<file path="config.mk">
export PLATFORM = sky130hd
export DESIGN_NAME = wb_port_arbiter_flat
export DESIGN_NICKNAME = d
export VERILOG_FILES = /design/src/rtl/wb_port_arbiter_if.sv /design/src/rtl/wb_port_arbiter.sv /design/src/flat_wrapper.sv
export SDC_FILE = /design/constraint.sdc
export NUM_CORES = 1
export LEC_CHECK = 0
export BUFFER_PORTS_ARGS = -buffer_cell sky130_fd_sc_hd__buf_4
export CAP_MARGIN = 0
export CORE_MARGIN = 5
export CORE_UTILIZATION = 46
export CTS_CLUSTER_DIAMETER = 200
export DETAILED_ROUTE_END_ITERATION = 10
export PLACE_DENSITY = 0.83
export SETUP_SLACK_MARGIN = 0.05
export SYNTH_ARGS = -nofsm -noshare
export SYNTH_HDL_FRONTEND = slang
export SYNTH_SLANG_ARGS = --single-unit
</file>
<file path="constraint.sdc">
create_clock -name clk -period 3.7 [get_ports clk]
set_input_delay 0 -clock clk [delete_from_list [all_inputs] [get_ports clk]]
set_output_delay 0 -clock clk [all_outputs]
set_load 0.1 [all_outputs]
</file>
<file path="src/rtl/wb_port_arbiter_if.sv">
// Signal bundle between the write-back result mux, MDU, hazard unit and the
// register-file write port. The arbiter uses the slave view.
interface wb_port_arbiter_if;
  logic        RegWriteW;
  logic [4:0]  RdW;
  logic [31:0] ResultW;
  logic        mdu_valid;
  logic        mdu_ready;
  logic [4:0]  mdu_rd;
  logic [31:0] mdu_result;
  logic [4:0]  hz_rs1;
  logic [4:0]  hz_rs2;
  logic        hz_pend;
  logic        wb_stall;
  logic        rf_we;
  logic [4:0]  rf_waddr;
  logic [31:0] rf_wdata;

  modport slave (
    input  RegWriteW, RdW, ResultW, mdu_valid, mdu_rd, mdu_result, hz_rs1, hz_rs2,
    output mdu_ready, hz_pend, wb_stall, rf_we, rf_waddr, rf_wdata
  );

  modport master (
    output RegWriteW, RdW, ResultW, mdu_valid, mdu_rd, mdu_result, hz_rs1, hz_rs2,
    input  mdu_ready, hz_pend, wb_stall, rf_we, rf_waddr, rf_wdata
  );
endinterface

</file>
<file path="src/rtl/wb_port_arbiter.sv">
// Register-file write-port scheduler: pipeline writes win, MDU results queue for free slots.
// Optional starvation guard (registered wb_stall) built when WB_ARB_STARVE_EN is defined.
module wb_port_arbiter #(
  parameter int QDEPTH       = 2,
  parameter int STARVE_LIMIT = 4
) (
  input logic             clk,
  input logic             rst,
  wb_port_arbiter_if.slave bus
);

  localparam int PW = $clog2(QDEPTH);
  localparam int CW = $clog2(QDEPTH + 1);

  if (QDEPTH < 2 || (QDEPTH & (QDEPTH - 1)) != 0 || STARVE_LIMIT < 1) begin : gBadParam
    $error("wb_port_arbiter: QDEPTH must be a power of two >= 2 and STARVE_LIMIT >= 1");
  end

  logic [QDEPTH-1:0] qLive;
  logic [4:0]        qRd   [QDEPTH];
  logic [31:0]       qData [QDEPTH];
  logic [PW-1:0]     rdPtr, wrPtr;
  logic [CW-1:0]     count;

  logic slotBusy, qEmpty, headLive, popLive, popDead, pop;
  logic mduReady, cutThru, enq, enqLive, pend;

  function automatic logic srcHit(input logic [4:0] rd, input logic [4:0] rs1,
                                  input logic [4:0] rs2);
    return (rd == rs1 && rs1 != 5'd0) || (rd == rs2 && rs2 != 5'd0);
  endfunction

  always_comb begin
    slotBusy = bus.RegWriteW && (bus.RdW != 5'd0);
    qEmpty   = (count == '0);
    headLive = !qEmpty && qLive[rdPtr];
    popLive  = !slotBusy && headLive;
    // a killed head leaves without touching the port, even under a busy slot
    popDead  = !qEmpty && !qLive[rdPtr];
    pop      = popLive || popDead;
    mduReady = rst && (count < CW'(QDEPTH));
    cutThru  = !slotBusy && qEmpty && bus.mdu_valid && (bus.mdu_rd != 5'd0);
    enq      = bus.mdu_valid && mduReady && !cutThru && (bus.mdu_rd != 5'd0);
    enqLive  = !(slotBusy && bus.mdu_rd == bus.RdW);
  end

  always_comb begin
    bus.rf_we    = 1'b0;
    bus.rf_waddr = 5'd0;
    bus.rf_wdata = 32'd0;
    if (slotBusy) begin
      bus.rf_we    = 1'b1;
      bus.rf_waddr = bus.RdW;
      bus.rf_wdata = bus.ResultW;
    end else if (headLive) begin
      bus.rf_we    = 1'b1;
      bus.rf_waddr = qRd[rdPtr];
      bus.rf_wdata = qData[rdPtr];
    end else if (cutThru) begin
      bus.rf_we    = 1'b1;
      bus.rf_waddr = bus.mdu_rd;
      bus.rf_wdata = bus.mdu_result;
    end
    bus.rf_we = bus.rf_we && rst;
  end

  always_comb begin
    pend = 1'b0;
    for (int i = 0; i < QDEPTH; i++) begin
      if (qLive[i] && srcHit(qRd[i], bus.hz_rs1, bus.hz_rs2)) pend = 1'b1;
    end
    if (enq && enqLive && srcHit(bus.mdu_rd, bus.hz_rs1, bus.hz_rs2)) pend = 1'b1;
    bus.hz_pend = pend && rst;
  end

  assign bus.mdu_ready = mduReady;

  // Free slots keep live=0, so qLive alone marks the occupied, still-valid entries.
  always_ff @(posedge clk or negedge rst) begin
    if (!rst) begin
      qLive <= '0;
      rdPtr <= '0;
      wrPtr <= '0;
      count <= '0;
    end else begin
      for (int i = 0; i < QDEPTH; i++) begin
        if (slotBusy && qRd[i] == bus.RdW) qLive[i] <= 1'b0;
      end
      if (popLive) qLive[rdPtr] <= 1'b0;
      if (pop) rdPtr <= rdPtr + 1'b1;
      if (enq) begin
        qLive[wrPtr] <= enqLive;
        wrPtr        <= wrPtr + 1'b1;
      end
      if (enq && !pop)      count <= count + 1'b1;
      else if (!enq && pop) count <= count - 1'b1;
    end
  end

  always_ff @(posedge clk) begin
    if (enq) begin
      qRd[wrPtr]   <= bus.mdu_rd;
      qData[wrPtr] <= bus.mdu_result;
    end
  end

`ifdef WB_ARB_STARVE_EN
  localparam int SW = $clog2(STARVE_LIMIT + 1);

  logic [SW-1:0] starveCnt;
  logic          wbStallQ;

  always_ff @(posedge clk or negedge rst) begin
    if (!rst) begin
      starveCnt <= '0;
      wbStallQ  <= 1'b0;
    end else begin
      if (pop || qEmpty)
        starveCnt <= '0;
      else if (headLive && starveCnt != SW'(STARVE_LIMIT))
        starveCnt <= starveCnt + 1'b1;
      if (pop)
        wbStallQ <= 1'b0;
      else if (headLive && starveCnt == SW'(STARVE_LIMIT - 1))
        wbStallQ <= 1'b1;
    end
  end

  assign bus.wb_stall = wbStallQ;
`else
  assign bus.wb_stall = 1'b0;
`endif

endmodule

</file>
<file path="src/flat_wrapper.sv">
// flat-port wrapper written by rule: the top's interface ports become plain ports
module wb_port_arbiter_flat 
#(
  parameter int QDEPTH       = 2,
  parameter int STARVE_LIMIT = 4
)
  (clk, rst, bus_RegWriteW, bus_RdW, bus_ResultW, bus_mdu_valid, bus_mdu_rd, bus_mdu_result, bus_hz_rs1, bus_hz_rs2, bus_mdu_ready, bus_hz_pend, bus_wb_stall, bus_rf_we, bus_rf_waddr, bus_rf_wdata);
  wb_port_arbiter_if bus_i ();
  input logic clk;
  input logic rst;
  input wire logic [$bits(bus_i.RegWriteW)-1:0] bus_RegWriteW;
  input wire logic [$bits(bus_i.RdW)-1:0] bus_RdW;
  input wire logic [$bits(bus_i.ResultW)-1:0] bus_ResultW;
  input wire logic [$bits(bus_i.mdu_valid)-1:0] bus_mdu_valid;
  input wire logic [$bits(bus_i.mdu_rd)-1:0] bus_mdu_rd;
  input wire logic [$bits(bus_i.mdu_result)-1:0] bus_mdu_result;
  input wire logic [$bits(bus_i.hz_rs1)-1:0] bus_hz_rs1;
  input wire logic [$bits(bus_i.hz_rs2)-1:0] bus_hz_rs2;
  output wire logic [$bits(bus_i.mdu_ready)-1:0] bus_mdu_ready;
  output wire logic [$bits(bus_i.hz_pend)-1:0] bus_hz_pend;
  output wire logic [$bits(bus_i.wb_stall)-1:0] bus_wb_stall;
  output wire logic [$bits(bus_i.rf_we)-1:0] bus_rf_we;
  output wire logic [$bits(bus_i.rf_waddr)-1:0] bus_rf_waddr;
  output wire logic [$bits(bus_i.rf_wdata)-1:0] bus_rf_wdata;
  assign bus_i.RegWriteW = bus_RegWriteW;
  assign bus_i.RdW = bus_RdW;
  assign bus_i.ResultW = bus_ResultW;
  assign bus_i.mdu_valid = bus_mdu_valid;
  assign bus_i.mdu_rd = bus_mdu_rd;
  assign bus_i.mdu_result = bus_mdu_result;
  assign bus_i.hz_rs1 = bus_hz_rs1;
  assign bus_i.hz_rs2 = bus_hz_rs2;
  assign bus_mdu_ready = bus_i.mdu_ready;
  assign bus_hz_pend = bus_i.hz_pend;
  assign bus_wb_stall = bus_i.wb_stall;
  assign bus_rf_we = bus_i.rf_we;
  assign bus_rf_waddr = bus_i.rf_waddr;
  assign bus_rf_wdata = bus_i.rf_wdata;
  wb_port_arbiter #(.QDEPTH(QDEPTH), .STARVE_LIMIT(STARVE_LIMIT)) u_core (.clk(clk), .rst(rst), .bus(bus_i));
endmodule
</file>
=== Yosys cells after proc, flatten, opt, wreduce, memory -nomap -nowiden ===
Memories as Yosys holds them, arrays and structs flattened.
Cells that the tools add are included.

* RAM bits: 74
* Logic and storage cells: 100
* Input port bits: 88
* Bits in registers: 6
* Memories: 2
* Output and inout bits: 41

* Add/sub/neg operators: 4
* Equal/unequal tests: 9
* $lt $le $gt $ge: 5
* Mux-type cells: 27
* Bitwise logic cells: 2
* Reduce and logical (&&, ||, !) cells: 47

{| class="wikitable"
|+ Memories
! memory !! depth !! width !! read ports !! clocked after memory_dff !! write ports !! line !! source
|-
| u_core.qData || 2 || 32 || 1 || 0 || 1 || wb_port_arbiter.sv:21 || <nowiki>logic [31:0] qData [QDEPTH];</nowiki>
|-
| u_core.qRd || 2 || 5 || 3 || 0 || 1 || wb_port_arbiter.sv:20 || <nowiki>logic [4:0] qRd [QDEPTH];</nowiki>
|}

{| class="wikitable"
|+ Operator list
! kind !! number
|-
| 2-to-1 mux 32 bit || 3
|-
| == test 5 bit || 9
|-
| logical AND 1 bit || 30
|-
| nonzero test 5 bit || 4
|-
| 2-to-1 mux 5 bit || 3
|-
| 2-to-1 mux 1 bit || 14
|-
| 2-to-1 mux 2 bit || 4
|-
| logical NOT 1 bit || 7
|-
| logical OR 1 bit || 4
|-
| less-than comparator 1 x 2 -> 1 bit (second input constant) || 2
|-
| adder 1 bit (second input constant) || 2
|-
| adder 2 x 1 -> 2 bit (second input constant) || 1
|-
| AND 2 bit || 1
|-
| bitwise mux 2 bit || 1
|-
| demux 1 bit (select 1 bit) || 2
|-
| greater-or-equal comparator 1 bit (second input constant) || 2
|-
| logical NOT 2 bit || 1
|-
| less-than comparator 2 bit (second input constant) || 1
|-
| inverter 2 bit || 1
|-
| nonzero test 2 bit || 1
|-
| subtractor 2 x 1 -> 2 bit (second input constant) || 1
|}

=== Longest topological paths before layout ===
Gate-level depths: netlist (run 1).

* Depth in word-level cells: 13
* Gate-level depth with buffers: 8
* Depth with buffers taken out: 7

=== Least setup slack after synthesis (run 1) ===
OpenSTA, ideal clock, no wires.

* Kind: register to register
* Start: register u_core.count[1]
* End: memory u_core.qData[0][0] (enable)
* Library setup time: 0.439 ns
* Cell stages (with the launch flop): 5
* Arrival: 3.120 ns
* Path buffers: 1
* Clock period less this slack: 3.558 ns
* Path slack: 0.142 ns
* Required time: 3.261 ns
* Path through: dfrtp_1 -> clkbuf_1 -> nor2_1 -> a2111oi_2 -> nor2b_1

* Longest elaborated chain between the ends: 9
* Elaborated cells between the ends (all ways): 12
* Those cells by class: 1 x order compare; 2 x mux; 9 x reduce/logical

{| class="wikitable"
|+ RTL lines
! element !! line !! source
|-
| from (decl) || wb_port_arbiter.sv:23 || <nowiki>logic [CW-1:0] count;</nowiki>
|-
| from (signal assigned) || wb_port_arbiter.sv:95 || <nowiki>if (enq && !pop) count <= count + 1'b1;</nowiki>
|-
| from (signal assigned) || wb_port_arbiter.sv:96 || <nowiki>else if (!enq && pop) count <= count - 1'b1;</nowiki>
|-
| logical NOT 2 bit || wb_port_arbiter.sv:35 || <nowiki>qEmpty = (count == '0);</nowiki>
|-
| logical AND 1 bit (3 in series) || wb_port_arbiter.sv:42 || <nowiki>cutThru = !slotBusy && qEmpty && bus.mdu_valid && (bus.mdu_rd != 5'd0);</nowiki>
|-
| logical NOT 1 bit || wb_port_arbiter.sv:43 || <nowiki>enq = bus.mdu_valid && mduReady && !cutThru && (bus.mdu_rd != 5'd0);</nowiki>
|-
| logical AND 1 bit (*) (2 in series) || wb_port_arbiter.sv:43 ||
|-
| 2-to-1 mux 1 bit (*) || wb_port_arbiter.sv:101 || <nowiki>if (enq) begin</nowiki>
|-
| 2-to-1 mux 1 bit (not written as such) (*) || wb_port_arbiter.sv:103 || <nowiki>qData[wrPtr] <= bus.mdu_result;</nowiki>
|-
| to (decl) || wb_port_arbiter.sv:21 ||
|}

Mark *: on every way between the ends. The rest lies on a longest branch, timed or not.

=== Worst setup path after layout (run 1) ===
* Start: input port bus_mdu_rd[0]
* End: output port bus_rf_wdata[28]

* Longest elaborated chain between the ends: 5

{| class="wikitable"
|+ RTL lines
! element !! line !! source
|-
| from (decl) || flat_wrapper.sv:15 || <nowiki>input wire logic [$bits(bus_i.mdu_rd)-1:0] bus_mdu_rd;</nowiki>
|-
| nonzero test 5 bit || wb_port_arbiter.sv:42 ||
|-
| logical AND 1 bit || wb_port_arbiter.sv:42 ||
|-
| 2-to-1 mux 32 bit || wb_port_arbiter.sv:59 || <nowiki>end else if (cutThru) begin</nowiki>
|-
| 2-to-1 mux 32 bit || wb_port_arbiter.sv:55 || <nowiki>end else if (headLive) begin</nowiki>
|-
| 2-to-1 mux 32 bit || wb_port_arbiter.sv:51 || <nowiki>if (slotBusy) begin</nowiki>
|-
| to (decl) || flat_wrapper.sv:24 || <nowiki>output wire logic [$bits(bus_i.rf_wdata)-1:0] bus_rf_wdata;</nowiki>
|}

No other way between the ends.

==> results of run 1 <==
[power breakdown]
| part | switching (mW) | total [mW] | internal (mW) |
|---|---|---|---|
| sequential | 0.0867 | 1.20 | 1.11 |
| clock | 0.302 | 0.748 | 0.446 |
| combinational | 1.37 | 1.84 | 0.474 |
| total | 1.76 | 3.79 | 2.03 |
[metal layers]
| metal | global-route usage (%) | vias to the layer above | wire length (microns) |
|---|---|---|---|
| met2 | 34.4 | 127 | 5450 |
| li1 | - | 1548 | - |
| met3 | 4.85 | 16 | 662 |
| met5 | 0 | - | 0 |
| met1 | 23.7 | 1560 | 4310 |
| met4 | 6.00 | 0 | 158 |
[state kept, by name (all words and copies together), names as in the netlist]
name          flops
u_core.wrPtr      1
u_core.qData     64
u_core.count      2
u_core.rdPtr      1
u_core.qRd       10
u_core.qLive      2
[worst max-delay path, cell delays in order]
cell and delay (ns):
dlygate4sd3_1 0.54, buf_4 0.17, or4_1 0.50, o21ai_0 0.65
nor4_4 0.11, buf_4 0.31, a22oi_1 0.22, nand2_1 0.09
buf_4 0.24
[logic make-up (layout without fill, tap and decap cells)]
kind of cell               after synthesis  count (layout)  share of synthesized area [%]
AOI/OAI and AO/OA                       89              89                           16.9
adders and majority gates                1               1                          0.310
buffers and inverters                   22             190                           3.54
and+or+nand+nor                         68              68                           8.69
xor gates and xnor gates                50              50                           10.9
muxes                                    3               3                          0.745
DFF                                     80              80                           58.8
other                                    1               1                         0.0930
[area by class of cell]
type | instances | area, sq um | area share [%]
clock buffer | 10 | 128 | 2.24
multi-input combinational | 212 | 1530 | 26.8
sequential | 80 | 2370 | 41.6
tap | 108 | 135 | 2.37
timing repair buffer | 174 | 1430 | 25.1
clock inverter | 5 | 104 | 1.82
inverter | 1 | 3.75 | 0.0658
[worst paths after layout]
path / slack [ns] / depth (start not counted) / end / start
setup / recovery: 0.85 / 9 / bus_rf_wdata[28] / bus_mdu_rd[0]
setup reg to reg: 1.13 / 4 / u_core.qData[0][23]$_DFFE_PP_ / u_core.count[1]$_DFFE_PN0P_
hold reg to reg: 0.55 / 1 / u_core.wrPtr$_DFFE_PN0N_ / u_core.wrPtr$_DFFE_PN0N_
max in group asynchronous: 2.40 / 4 / u_core.count[0]$_DFFE_PN0P_ / rst
hold / removal: 0.19 / 5 / u_core.qLive[1]$_DFF_PN0_ / bus_RdW[2]
min in group asynchronous: 0.56 / 3 / u_core.count[1]$_DFFE_PN0P_ / rst
[per-stage QoR]
stage | std cells | hold slack (ns)
2_1_floorplan | 314 | -0.296
3_5_place_dp | 535 | -0.179
5_1_grt | 590 | 0.210
4_1_cts | 590 | 0.178
3_3_place_gp | 535 | -0.184
6_report | 590 | 0.186
[cells in the mapped netlist (3+ instances only)]
cell type and number:
o21ai_0 4, xnor2_1 27, dfrtp_1 6, o211ai_1 6, nor3_1 4, nand3_1 3, edfxtp_1 74, nand2_1 37
nor4_1 5, buf_6 6, a22oi_1 70, nor2_1 5, clkbuf_1 7, mux2i_1 3, xor2_1 23, nand3b_1 3
buf_2 6, or4_1 4, a22oi_2 4
[timing repair]
action / in CTS / in global routing
hold endpoints to repair: 80 / 0
gates resized for setup: 0 / 0
hold buffers: 40 / 0
==> flow_metrics.py, run 1 <==
metrics = {
    "sta": {
        "fin_crit_sh_pct": 77.0,
        "setup_tns_ns": 0,
        "fin_worst_skew_ns": 0.0126,
        "finalSetupViolations": 0,
        "max_freq_mhz": 351,
        "relSlewSlack_pct": 38.7,
        "drv_slew": 0,
        "hold_viol_final": 0,
        "period_minus_slack_ns": 2.85,
        "setup_ws_ns": 0.851,
        "rsz0062_at_grt": "no",
        "worst_pin_slew_ns": 0.920,
    },
    "synthesis": {
        "netlist.top_cell.by_area": "edfxtp_1",
        "synth.distinct_cells": 32,
        "syn_area_per_cell_sq_um": 12.8,
        "syn_inst": 314,
        "synth_area_sq_um": 4030,
        "synthFlopType": "edfxtp_1",
        "async_flop_share_pct": 7.50,
        "synthTopCellsByArea": "edfxtp_1 55%, a22oi_1 13%, xnor2_1 5.9%, xor2_1 5.0%, dfrtp_1 3.7%",
        "synth-seq-cells": 80,
        "synth.top_cell.area_share_pct": 55.1,
        "synth.yosys.seq_area_share_pct": 58.8,
        "yosysWarnings": 0,
        "synth_edf_count": 74,
        "synth.net_count": 403,
    },
    "floorplan": {
        "core_area_sq_um": 8640,
        "die_w_microns": 104,
        "dieArea_sq_um": 10700,
        "num_rows": 34,
        "initial_core_util_pct": 46.7,
        "io_pins": 129,
        "die_h_microns": 104,
    },
    "route": {
        "remaining_drc_errors": 0,
        "drt-initial-drc-count": 152,
        "via_per_inst": 5.51,
        "wl_per_cell_microns": 17.9,
        "ant_nets": 0,
        "num_vias": 3251,
        "firstDrtPassIters": 6,
        "drt_wl_total_mm": 10.6,
    },
    "clocking": {
        "cts_made_buffers": 9,
        "clock_latency_ns": 0.34,
        "cts_tree": "yes",
        "clkTransAtPathRegs_ns": 0.07,
        "htreeDepth": 3,
        "post-cts-setup-buffers": 0,
        "cts_buffer_depth": 2,
        "clock-root-buffer": "clkbuf_8",
        "cts_sinks": 80,
    },
    "hold_path": {
        "hold_class": "primary input to register",
    },
    "critical_path": {
        "worstSetupPathType": "primary input to primary output",
        "cp-start-kind": "primary input",
        "crit_path_end_kind": "primary output",
        "worstPathMaxFanout": 33,
        "arrival_ns": 2.85,
        "cp.required_ns": 3.70,
    },
    "cells_and_area": {
        "final_cell_mix": "132 x buf_4, 74 x edfxtp_1, 70 x a22oi_1",
        "final_area_sq_um": 5700,
        "final_nets": 567,
        "final_util_pct": 66.0,
        "layout_commonest_cell": "buf_4",
        "drive_above_1_share_pct": 32.8,
        "antenna_cells": 0,
        "fillers": 655,
        "syn2layout_area_growth_pct": 41.4,
    },
    "placement": {
        "portBuffers": 127,
        "gp_congestion": 0.886,
        "dpl.hpwl_mm": 7.40,
        "preCtsSetupSlack_ns": 1.04,
        "place_area_sq_um": 5070,
    },
    "pwr": {
        "power.density_nw_per_um2": 665,
        "ir_drop_mv": 0.471,
        "p_leak_nw": 2.22,
        "power_mw": 3.79,
    },
    "global_route": {
        "grt_pass1_wl_mm": 17.2,
        "grt_pass1_vias": 3447,
        "antenna_found_initial": 0,
        "grt_max_degree": 38,
        "grt-ovfl-total": 0,
        "grt_usage_pct": 19.7,
    },
    "job": {
        "drv_cap": 0,
    },
    "outcome": {
        "outcome": "finished, final reports clean",
    },
}
(Power assumes the default switching activity.)
==> run 2, diff against run 1 <==
Clock period 3.7 ns to 2.4 ns, I/O delays scaled along.
==> run 2 against run 1 <==
Non-clock buffer count up 10. Critical path depth up 1. Worst hold slack worse by 0.0053 ns. Register-to-register slack worse by 0.70 ns. Sequential power up 55%. Via count up 2.0%. Cell count up 1.9%. Total power up 56%. Wire length up 2.8%. Sequential share of layout area down 1.3 points. Critical path type unchanged. Largest power group unchanged.
==> flow_metrics.py, run 2 (synthesized netlist as in run 1, its figures left out) <==
metrics = {
    "outcome": {
        "outcome": "finished, final reports clean",
    },
    "cells_and_area": {
        "fillers": 640,
        "final_area_sq_um": 5880,
        "final_nets": 577,
        "largest_reg_flops": 64,
        "top_register": "u_core.qData",
        "antenna_cells": 0,
        "final_cells": 601,
        "drive_above_1_share_pct": 35.1,
        "final_cell_mix": "126 x buf_4, 74 x edfxtp_1, 69 x a22oi_1",
        "layout_commonest_cell": "buf_4",
        "top_regs": "u_core.qData x64, u_core.qRd x10",
        "syn2layout_area_growth_pct": 45.9,
    },
    "global_route": {
        "met3_usage_pct": 4.29,
        "global_route.usage.met1_pct": 24.6,
        "grt_max_degree": 33,
        "grt_usage_pct": 19.8,
        "grt_pass1_wl_mm": 17.7,
        "use_met2_pct": 35.4,
        "antenna_found_initial": 0,
        "grt-ovfl-total": 0,
        "grt_pass1_vias": 3547,
        "top_usage_layer": "met2",
    },
    "floorplan": {
        "num_rows": 34,
        "initial_core_util_pct": 46.7,
        "dieArea_sq_um": 10700,
        "die_w_microns": 104,
        "core_area_sq_um": 8640,
        "die_h_microns": 104,
        "io_pins": 129,
    },
    "critical_path": {
        "arrival_ns": 2.25,
        "worstSetupPathType": "primary input to primary output",
        "cp-start-kind": "primary input",
        "cp.required_ns": 2.40,
        "crit_path_end_kind": "primary output",
        "worstPathMaxFanout": 32,
    },
    "route": {
        "wl_per_cell_microns": 18.1,
        "firstDrtPassIters": 5,
        "drt-initial-drc-count": 218,
        "remaining_drc_errors": 0,
        "via_per_inst": 5.52,
        "num_vias": 3315,
        "drt_wl_total_mm": 10.9,
        "ant_nets": 0,
    },
    "clocking": {
        "clock-root-buffer": "clkbuf_8",
        "cts_buffer_depth": 2,
        "cts_sinks": 80,
        "htreeDepth": 3,
        "cts_made_buffers": 9,
        "post-cts-setup-buffers": 0,
        "clock_latency_ns": 0.34,
        "cts_tree": "yes",
        "clkTransAtPathRegs_ns": 0.07,
    },
    "job": {
        "drv_cap": 0,
    },
    "sta": {
        "setup_tns_ns": 0,
        "finalSetupViolations": 0,
        "rsz0062_at_grt": "yes",
        "drv_slew": 0,
        "whs_ns": 0.181,
        "hold_viol_final": 0,
        "worst_pin_slew_ns": 0.603,
        "max_freq_mhz": 444,
        "relSlewSlack_pct": 59.5,
        "period_minus_slack_ns": 2.25,
        "fin_worst_skew_ns": 0.0154,
        "fin_crit_sh_pct": 93.9,
    },
    "placement": {
        "place_inst": 544,
        "portBuffers": 127,
        "dpl.hpwl_mm": 7.61,
        "gp_congestion": 0.956,
        "place_area_sq_um": 5180,
    },
    "pwr": {
        "p_leak_nw": 2.28,
        "ir_drop_mv": 0.714,
        "power.density_nw_per_um2": 1010,
    },
    "hold_path": {
        "hold_class": "primary input to register",
    },
}
==> run 2: cell count changes in the layout (fill, tap and decap cells not counted), sizes merged <==
cell / previous run / this run
clkinv: 1 / 2
inv: 2 / 3
bufinv: 3 / 2
clkbuf: 10 / 9
clkinvlp: 0 / 1
dlygate4sd3: 40 / 41
buf: 134 / 143
==> run 2: cell type report <==
type / count / area, sq um / area share [%]
Sequential cell: 80 / 2370 / 40.4
Timing Repair Buffer: 184 / 1580 / 26.8
Multi-Input combinational cell: 212 / 1570 / 26.8
Tap cell: 108 / 135 / 2.30
Clock buffer: 9 / 124 / 2.11
Clock inverter: 7 / 93.8 / 1.60
Inverter: 1 / 3.75 / 0.0638
==> run 2: worst paths after layout <==
| check | startpoint | end | slack [ns] | cells after the start |
|---|---|---|---|---|
| min in group asynchronous | rst | u_core.wrPtr$_DFFE_PN0N_ | 0.53 | 3 |
| max in group asynchronous | rst | u_core.rdPtr$_DFFE_PN0P_ | 1.64 | 3 |
| worst min-delay path | bus_RdW[1] | u_core.qLive[0]$_DFF_PN0_ | 0.18 | 5 |
| worst min register to register | u_core.wrPtr$_DFFE_PN0N_ | u_core.wrPtr$_DFFE_PN0N_ | 0.58 | 1 |
| worst max-delay path | bus_mdu_rd[0] | bus_rf_wdata[22] | 0.15 | 10 |
| worst max register to register | u_core.count[0]$_DFFE_PN0P_ | u_core.qRd[1][0]$_DFFE_PP_ | 0.43 | 4 |
==> run 2: critical path, cell delays in order <==
cell and delay, ns:
dlygate4sd3_1 0.53, buf_4 0.17, or4_1 0.51, o21ai_1 0.13
buf_4 0.16, nor4_4 0.05, buf_12 0.19, a22oi_1 0.17
nand2_1 0.08, buf_4 0.24
==> run 2: metrics by stage <==
step	setup WS [ns]	utilization [%]	total power, mW
after floorplan	0.0910	-	4.04
after global placement	0.316	59.9	4.69
after detailed placement	0.257	59.9	4.73
after CTS	0.0728	67.2	5.85
after global routing	0.0486	68.1	6.17
final	0.146	68.1	5.92
==> run 2: repair_timing <==
action / CTS / global route
hold buffers: 41 / 0
gates resized for setup: 0 / 21
endpoints found under the setup margin: 0 / 36
hold endpoints to repair: 80 / 0
==> run 2: report_power, final <==
group | internal (mW) | switching, mW
sequential | 1.71 | 0.150
combinational | 0.839 | 2.15
clock | 0.588 | 0.477
total | 3.14 | 2.78
==> run 2: layer usage <==
| metal | vias up | part of all wire, % | routed length, microns |
|---|---|---|---|
| met5 | - | 0 | 0 |
| met4 | 0 | 1.4 | 155 |
| met3 | 16 | 5.7 | 618 |
| met2 | 121 | 53 | 5750 |
| met1 | 1611 | 40 | 4360 |
| li1 | 1567 | - | - |
